===== src/rtl/cast_route_fork.sv =====
`default_nettype none
// ============================================================================
//  Module      : cast_route_fork
//  Description : Per-input-port multicast route stage. Presents the stream_id
//                of a head flit to the downstream route table, latches the
//                returned candidate mask for the whole packet, and forks each
//                flit to every selected output VC. A flit is popped from the
//                input buffer only once all selected outputs have accepted it.
//  Ports       :
//     clk           clock
//     rstn          asynchronous active-low reset
//     in_valid      input buffer head flit valid
//     in_flit       input buffer head flit ([FLIT_W-1:FLIT_W-2] = type)
//     in_ready      pop strobe to the input buffer
//     rt_stream_id  registered stream_id presented to the route table
//     rt_candidate  route table result (combinational from rt_stream_id)
//     out_req       per-output-VC request for the current flit
//     out_grant     per-output-VC acceptance of out_flit this cycle
//     out_flit      flit broadcast to all requested outputs
//     route_busy    packet in progress
//     err_pulse     one-cycle protocol error pulse (registered)
//  Revision    : 1.0  initial release
// ============================================================================
module cast_route_fork #(
   parameter int CN     = 4,
   parameter int FLIT_W = 64,
   parameter int ERR_EN = 1
) (
   input  logic              clk,
   input  logic              rstn,
   input  logic              in_valid,
   input  logic [FLIT_W-1:0] in_flit,
   output logic              in_ready,
   output logic [9:0]        rt_stream_id,
   input  logic [CN-1:0]     rt_candidate,
   output logic [CN-1:0]     out_req,
   input  logic [CN-1:0]     out_grant,
   output logic [FLIT_W-1:0] out_flit,
   output logic              route_busy,
   output logic              err_pulse
);

   localparam logic [1:0] IDLE    = 2'd0;
   localparam logic [1:0] LOOKUP  = 2'd1;
   localparam logic [1:0] FORWARD = 2'd2;

   logic [1:0]    state;
   logic [CN-1:0] route_mask;
   logic [CN-1:0] pending;
   // Set while the packet's own head flit is still the buffer head, so a
   // later head-type flit can be recognised as a protocol error.
   logic          first_flit;

   logic [1:0]    flit_type;
   logic          is_head;
   logic          is_tail;
   logic          done;
   logic          ready_raw;
   logic [CN-1:0] req_raw;
   logic          err_next;

   assign flit_type = in_flit[FLIT_W-1:FLIT_W-2];
   assign is_head   = flit_type[0];   // 01 or 11
   assign is_tail   = flit_type[1];   // 10 or 11

   // All still-pending outputs either granted now or earlier. A zero mask
   // makes this true on any valid flit, which discards the packet.
   assign done = in_valid && ((pending & ~out_grant) == '0);

   always_comb begin
      ready_raw = 1'b0;
      req_raw   = '0;
      err_next  = 1'b0;
      case (state)
         IDLE: begin
            if (in_valid && !is_head) begin
               ready_raw = 1'b1;   // drop stray body/tail
               err_next  = 1'b1;
            end
         end
         FORWARD: begin
            req_raw   = pending & {CN{in_valid}};
            ready_raw = done;
            // Flag a mid-packet head once, when it is consumed.
            err_next  = done && !first_flit && (flit_type == 2'b01);
         end
         default: ;
      endcase
   end

   // Pop and requests are forced low while reset is held, independent of
   // whatever the buffer is presenting.
   assign in_ready   = ready_raw & rstn;
   assign out_req    = req_raw & {CN{rstn}};
   assign out_flit   = in_flit;
   assign route_busy = (state != IDLE);

   always_ff @(posedge clk or negedge rstn) begin
      if (!rstn) begin
         state        <= IDLE;
         route_mask   <= '0;
         pending      <= '0;
         rt_stream_id <= '0;
         first_flit   <= 1'b0;
         err_pulse    <= 1'b0;
      end else begin
         err_pulse <= (ERR_EN != 0) && err_next;
         case (state)
            IDLE: begin
               if (in_valid && is_head) begin
                  rt_stream_id <= in_flit[9:0];
                  state        <= LOOKUP;
               end
            end
            LOOKUP: begin
               route_mask <= rt_candidate;
               pending    <= rt_candidate;
               first_flit <= 1'b1;
               state      <= FORWARD;
            end
            FORWARD: begin
               if (done) begin
                  pending    <= route_mask;
                  first_flit <= 1'b0;
                  if (is_tail) begin
                     state <= IDLE;
                  end
               end else if (in_valid) begin
                  pending <= pending & ~out_grant;
               end
            end
            default: state <= IDLE;
         endcase
      end
   end

endmodule
`default_nettype wire


===== config.mk =====
export PLATFORM = sky130hd
export DESIGN_NAME = cast_route_fork
export DESIGN_NICKNAME = d
export VERILOG_FILES = /design/src/rtl/cast_route_fork.sv
export SDC_FILE = /design/constraint.sdc
export NUM_CORES = 1
export LEC_CHECK = 0
export CORE_MARGIN = 1
export CORE_UTILIZATION = 31
export CTS_CLUSTER_SIZE = 14
export DETAILED_ROUTE_END_ITERATION = 10
export PLACE_DENSITY = 0.95
export SYNTH_ARGS = -nofsm -noshare
export SYNTH_HDL_FRONTEND = slang
export SYNTH_SLANG_ARGS = --single-unit

===== constraint.sdc =====
create_clock -name clk -period 3.27 [get_ports clk]
set_clock_uncertainty 0.05 [all_clocks]
set_input_delay 0.654 -clock clk [delete_from_list [all_inputs] [get_ports clk]]
set_output_delay 0.654 -clock clk [all_outputs]
set_load 0.03 [all_outputs]

==> summary.md, run 1 <==
| Metric | Value |
|---|---|
| Status | finished with violations |
| Failing checks | DRC |
| Crit path max fanout | 6 |
| Antenna Violating Nets Remaining | 0 |
| Antenna cells | 0 |
| Mapped Cells | 151 |
| Cells along the critical path | clkdlybuf4s50_1, nand2b_1, nand4_1, nor2_1, o21a_1, buf_4 |
| CTS Buf Count | 3 |
| Die height | 70.7 µm |
| Global-route wire length before repair | 4170 µm |
| Fillers | 452 |
| Syn Area/Cell | 9.68 µm² |
| Worst IR drop on VDD | 0.326 mV |
| Power Dens Cells | 790 nW/µm² |
| # DRC | 26 |
| Dpl cells | 189 |
| Worst Hold Depth | 1 |
| Postcts setup bufs | 0 |
| Row cnt | 24 |
| Starting Density | 32.9% |
| Critical Path Sink Type | primary output |
| Largest net degree at the start of global routing | 14 |
| Finished Layout Cells | 192 |
| Crit path time final | 2.74 ns |
| R2R cell count | 3 |
| Area growth from synthesis to layout | 8.05% |
| Share of the synthesized area in the top cell type | 37.7% |
| Vias in the first global route | 946 |
| #FFs+latches synth | 22 |
| Num Clock Sinks | 22 |
| Startpoint type of the worst setup path | input pin |
| Setup CP Type | in -> out |
| CTS tree | built |
| Synth top area cells | dfrtp_1, buf_4, mux2_1 |
| FMAX | 0.365 GHz |
| Top Ports | 156 |
| Seq/Total Area, Yosys | 37.7% |
| Final hold vios | 0 |
| Drt initial violations | 52 |
| Slew HR | 65.4% |
| DR pass1 iterations | 6 |
| Max_cap viols | 0 |
| Post-Syn Nets | 226 |
| Root Driver | clkbuf_8 |
| CTS H-tree depth | 1 |
| Synth unique cells | 19 |
| Area occupied by multi-input gates | 402 µm² |
| Clock Path Buffers | 2 |
| Vias after detailed routing | 879 |
| CTS resizes | 0 |
| Register area | 551 µm² |
| Total detailed-routing wirelength | 2640 µm |
| Slew Viols, Final | 0 |
| Worst path top cell family by delay | simple AND/OR/NAND/NOR gates |
| Critical path data required time | 2.57 ns |
| CP peak stage delay | 0.45 ns |
| Final GP Congestion | 0.805 |
| Core Area | 4440 µm² |
| Worst path bufs/invs | 2 |
| Post-DP HPWL | 2090 µm |
| Die Width | 70.7 µm |
| Stages on the worst setup path | 6 |
| Layout cells sized above 1 | 11.4% |
| Ys Warns | 0 |
| Overall power | 0.00125 W |
| Hold buffers post-CTS | 0 |
| CP arrival | 2.04 ns |
| Routed vias/inst | 4.58 |
| GR Overflow Total | 0 |
| Die area | 4990 µm² |
| Fin util | 35.5% |
| Register-to-register setup slack | 1.60 ns |
| Hold Crit Class | reg -> reg |
| Yosys top cell by area | dfrtp_1 |
| Overall Global Routing Usage | 10.5% |
| Wire per inst | 13.7 µm |
| Layout Nets | 217 |
| Antenna violations before repair | 0 |
| Mapped Area | 1460 µm² |
| Tcrit/Tclk final | 83.8% |
| CP max stage cell | clkdlybuf4s50_1 |
| RSZ-0062 raised after global routing | no |
| Leakage | 0.684 nW |
| Clock Latency Late Sink | 0.25 ns |
| Port bufs | 51 |
| Slew at the pin closest to its max-slew limit | 0.519 ns |
| Post-route setup TNS | 0 ns |
| Endpoints failing setup | 0 |
| Clock slew at reported path FFs | 0.07 ns |
==> per-layer routing <==
layer	vias up	part of all wire, %	global-route usage [%]
met4	0	1.5	6.44
met3	6	10	3.13
met5	-	0	0
li1	409	-	-
met2	39	54	18.9
met1	425	34	10.6
==> through the flow <==
| stage | worst slack [ns] | hold slack (ns) | area [µm²] |
|---|---|---|---|
| floorplan | 1.14 | 0.308 | 1460 |
| global placement | 0.561 | 0.418 | 1540 |
| detailed placement | 0.529 | 0.428 | 1540 |
| CTS | 0.519 | 0.445 | 1580 |
| global route | 0.421 | 0.466 | 1580 |
| finish | 0.529 | 0.439 | 1580 |
==> state kept, by name (all words and copies together), names as in the netlist <==
register and count:
state 2, err_pulse 1, route_mask 4, first_flit 1, rt_stream_id 10, pending 4
==> worst paths after layout <==
| path | end | start |
|---|---|---|
| setup / recovery | in_ready | out_grant[3] |
| hold / removal | rt_stream_id[3] | rt_stream_id[3] |
| setup reg to reg | rt_stream_id[7] | state[0] |
| hold reg to reg | rt_stream_id[3] | rt_stream_id[3] |
| max in group asynchronous | rt_stream_id[0] | rstn |
| min in group asynchronous | pending[3] | rstn |
==> placed cells by master (no fill, tap or decap) <==
cell             netlist  final
a21oi_1                5      5
a31o_2                 1      1
and3_1                 5      5
and3b_1                1      1
buf_4                 64      7
clkbuf_8               0      3
clkdlybuf4s50_1        0     46
dfrtp_1               22     22
inv_1                  2      2
mux2_1                 9      9
mux2_2                 5      5
nand2_1                9      9
nand2b_1               5      5
nand4_1                1      1
nor2_1                12     12
nor2b_1                1      1
o21a_1                 1      1
o21ai_0                1      1
o22a_1                 4      4
==> layout make-up <==
cell class	count	share of cell area (%)
multi-input combinational	60	25.4
clock buffer	3	2.61
tap	52	4.12
sequential	22	34.9
timing repair buffer	53	32.5
inverter	2	0.475
==> kinds of logic after synthesis <==
| kind of cell | synth area share, % |
|---|---|
| buffers and inverters | 34.8 |
| AOI/OAI and AO/OA | 5.56 |
| muxes | 10.8 |
| DFF | 37.7 |
| and+or+nand+nor | 11.1 |
==> synth_stat cells (all sizes together) <==
cell	count
mux2	14
buf	67
nor2b	1
nand4	1
nand2	9
nand2b	5
o21a	1
o21ai	1
and3	5
a31o	1
dfrtp	22
nor2	12
and3b	1
a21oi	5
o22a	4
inv	2
==> power breakdown <==
group | switching (W) | total [W] | internal (W)
Combinational | 0.000335 | 0.000620 | 0.000285
Clock | 0.0000730 | 0.000155 | 0.0000818
Sequential | 0.0000711 | 0.000474 | 0.000402
Total | 0.000479 | 0.00125 | 0.000769
Power figures use the tool's default switching activity.
==> run 2, diff against run 1 <==
--- a/config.mk
+++ b/config.mk
@@ -6,10 +6,10 @@
 export NUM_CORES = 1
 export LEC_CHECK = 0
 export CORE_MARGIN = 1
-export CORE_UTILIZATION = 31
+export CORE_UTILIZATION = 29
 export CTS_CLUSTER_SIZE = 14
 export DETAILED_ROUTE_END_ITERATION = 10
-export PLACE_DENSITY = 0.95
+export PLACE_DENSITY = 0.9
 export SYNTH_ARGS = -nofsm -noshare
 export SYNTH_HDL_FRONTEND = slang
 export SYNTH_SLANG_ARGS = --single-unit
==> constraint.sdc (replaced) <==
create_clock -name clk -period 2.71 [get_ports clk]
set_clock_uncertainty 0.05 [all_clocks]
set_input_delay 0.542 -clock clk [delete_from_list [all_inputs] [get_ports clk]]
set_output_delay 0.542 -clock clk [all_outputs]
set_load 0.03 [all_outputs]
==> run 2 against run 1 <==
The flow now finishes without violations. Global-route usage hardly changed. Worst setup slack got worse by 0.31 ns. Routed wire length is 0.46% lower. Count of clock-buffer cells in the layout is 1 higher. Cell area is 2.5% higher. Core utilization down 1.7 points. Critical path depth is 2 lower. Worst hold slack lost 0.00078 ns. Non-clock buffer count increased by 1. Critical endpoint is now out_req[0].
==> summary.md, run 2 (same netlist as run 1, synthesis figures left out) <==
| Metric | Value |
|---|---|
| Cells along the critical path | clkdlybuf4s50_1, and3b_1, and3_1, buf_4 |
| RSZ-0062 raised after global routing | no |
| Hold Crit Class | reg -> reg |
| Power Dens Cells | 962 nW/µm² |
| CTS resizes | 0 |
| Worst IR drop on VDD | 0.482 mV |
| Fillers | 478 |
| Post-DP HPWL | 2110 µm |
| Max_cap viols | 0 |
| Post-Layout Inst Area | 1620 µm² |
| Crit path max fanout | 12 |
| Starting Density | 30.5% |
| Finished Layout Cells | 209 |
| Vias in the first global route | 930 |
| Area growth from synthesis to layout | 10.8% |
| Top Ports | 156 |
| CTS H-tree depth | 1 |
| Critical R2R Launch | state[0] |
| Antenna Violating Nets Remaining | 0 |
| CTS Buf Count | 3 |
| CP arrival | 1.90 ns |
| Most common cell after layout, fill and taps aside | clkdlybuf4s50_1 |
| Total detailed-routing wirelength | 2630 µm |
| Slew Viols, Final | 0 |
| Placed Area | 1560 µm² |
| FMAX | 0.402 GHz |
| R2R cell count | 3 |
| Critical Path Sink Type | primary output |
| CP peak stage delay | 0.55 ns |
| Post-route setup TNS | 0 ns |
| Crit path capture | out_req[0] |
| Worst path top cell family by delay | buffers and inverters |
| Max reg flops | 10 |
| Port bufs | 51 |
| Drt initial violations | 9 |
| Hold buffers post-CTS | 0 |
| Worst Hold Slack | 0.439 ns |
| GR Overflow Total | 0 |
| Row cnt | 25 |
| Layout Nets | 218 |
| Vias after detailed routing | 915 |
| Antenna violations before repair | 0 |
| Top flop regs | rt_stream_id (10), pending (4), route_mask (4) |
| Root Driver | clkbuf_8 |
| Layout cells sized above 1 | 12.7% |
| Tcrit/Tclk final | 91.9% |
| Setup CP Type | in -> out |
| Clock Path Buffers | 2 |
| Status | complete, no violations |
| Global-route wire length before repair | 4290 µm |
| Final hold vios | 0 |
| Register area | 551 µm² |
| Antenna cells | 0 |
| Area occupied by multi-input gates | 402 µm² |
| Endpoints failing setup | 0 |
| Final GP Congestion | 0.767 |
| Wire per inst | 12.6 µm |
| CP Launch Point | in_valid |
| Largest reg by FF count | rt_stream_id |
| Slew at the pin closest to its max-slew limit | 0.497 ns |
| Critical path data required time | 2.12 ns |
| Slew HR | 66.9% |
| Worst path bufs/invs | 2 |
| Postcts setup bufs | 0 |
| Register-to-register setup slack | 1.06 ns |
| Fin util | 33.8% |
| Overall Global Routing Usage | 10.4% |
| Num Clock Sinks | 22 |
| Die Width | 73.0 µm |
| CP max stage cell | clkdlybuf4s50_1 |
| Startpoint type of the worst setup path | input pin |
| Commonest cells after routing, fill and taps aside | clkdlybuf4s50_1, dfrtp_1, nor2_1 |
| CTS tree | built |
| Clock slew at reported path FFs | 0.08 ns |
| Core Area | 4790 µm² |
| # DRC | 0 |
| Largest net degree at the start of global routing | 13 |
| DR pass1 iterations | 4 |
| Reg-to-Reg End | rt_stream_id[1] |
| Dpl cells | 205 |
| Routed vias/inst | 4.38 |
| Die height | 73.0 µm |
| Leakage | 0.696 nW |
| Die area | 5330 µm² |
| Clock Latency Late Sink | 0.26 ns |
| Stages on the worst setup path | 4 |
| Crit path time final | 2.49 ns |
-- run 2: changes by cell type in the layout (fill, tap and decap cells not counted) --
cell,before,now
buf_4,7,8
clkbuf_8,3,4
-- run 2: metrics by stage --
step           worst slack [ns]  total power, W
2_1_floorplan             0.806         0.00117
5_1_grt                   0.135         0.00165
3_3_place_gp              0.306         0.00132
3_5_place_dp              0.249         0.00134
6_report                  0.221         0.00156
4_1_cts                   0.249         0.00158
-- run 2: metal layers --
metal  GRT usage [%]  part of all wire (%)
met1            11.4                    40
met2            17.4                    52
met5               0                     0
met4            7.41                   3.3
met3            2.90                   5.1
-- run 2: how the worst min path moves through the flow --
stage	start	to	slack [ns]	cells past startpoint
final	rt_stream_id[0]	rt_stream_id[0]	0.44	1
after global routing	rt_stream_id[3]	rt_stream_id[3]	0.47	1
after CTS	rt_stream_id[0]	rt_stream_id[0]	0.45	1
after detailed placement	rt_stream_id[0]	rt_stream_id[0]	0.43	1
after global placement	rt_stream_id[4]	rt_stream_id[4]	0.42	1
after floorplan	rstn	err_pulse	0.20	0
-- run 2: power by group --
group	switching (W)	internal, W	total (W)
logic	0.000406	0.000352	0.000758
registers	0.0000853	0.000485	0.000571
clock network	0.000100	0.000129	0.000230
-- run 2: cell type report --
| type | count | area share (%) |
|---|---|---|
| flip-flops and latches | 22 | 34.0 |
| inverters | 2 | 0.464 |
| well taps | 67 | 5.18 |
| multi-input cells | 60 | 24.8 |
| clock buffers | 4 | 3.40 |
| repair buffers | 54 | 32.1 |
-- run 2: worst reg2reg max path, cell delays in order (launching register included) --
cell and delay (ns):
dfrtp_1 0.41, nor2_1 0.19, and3_1 0.50, mux2_2 0.39
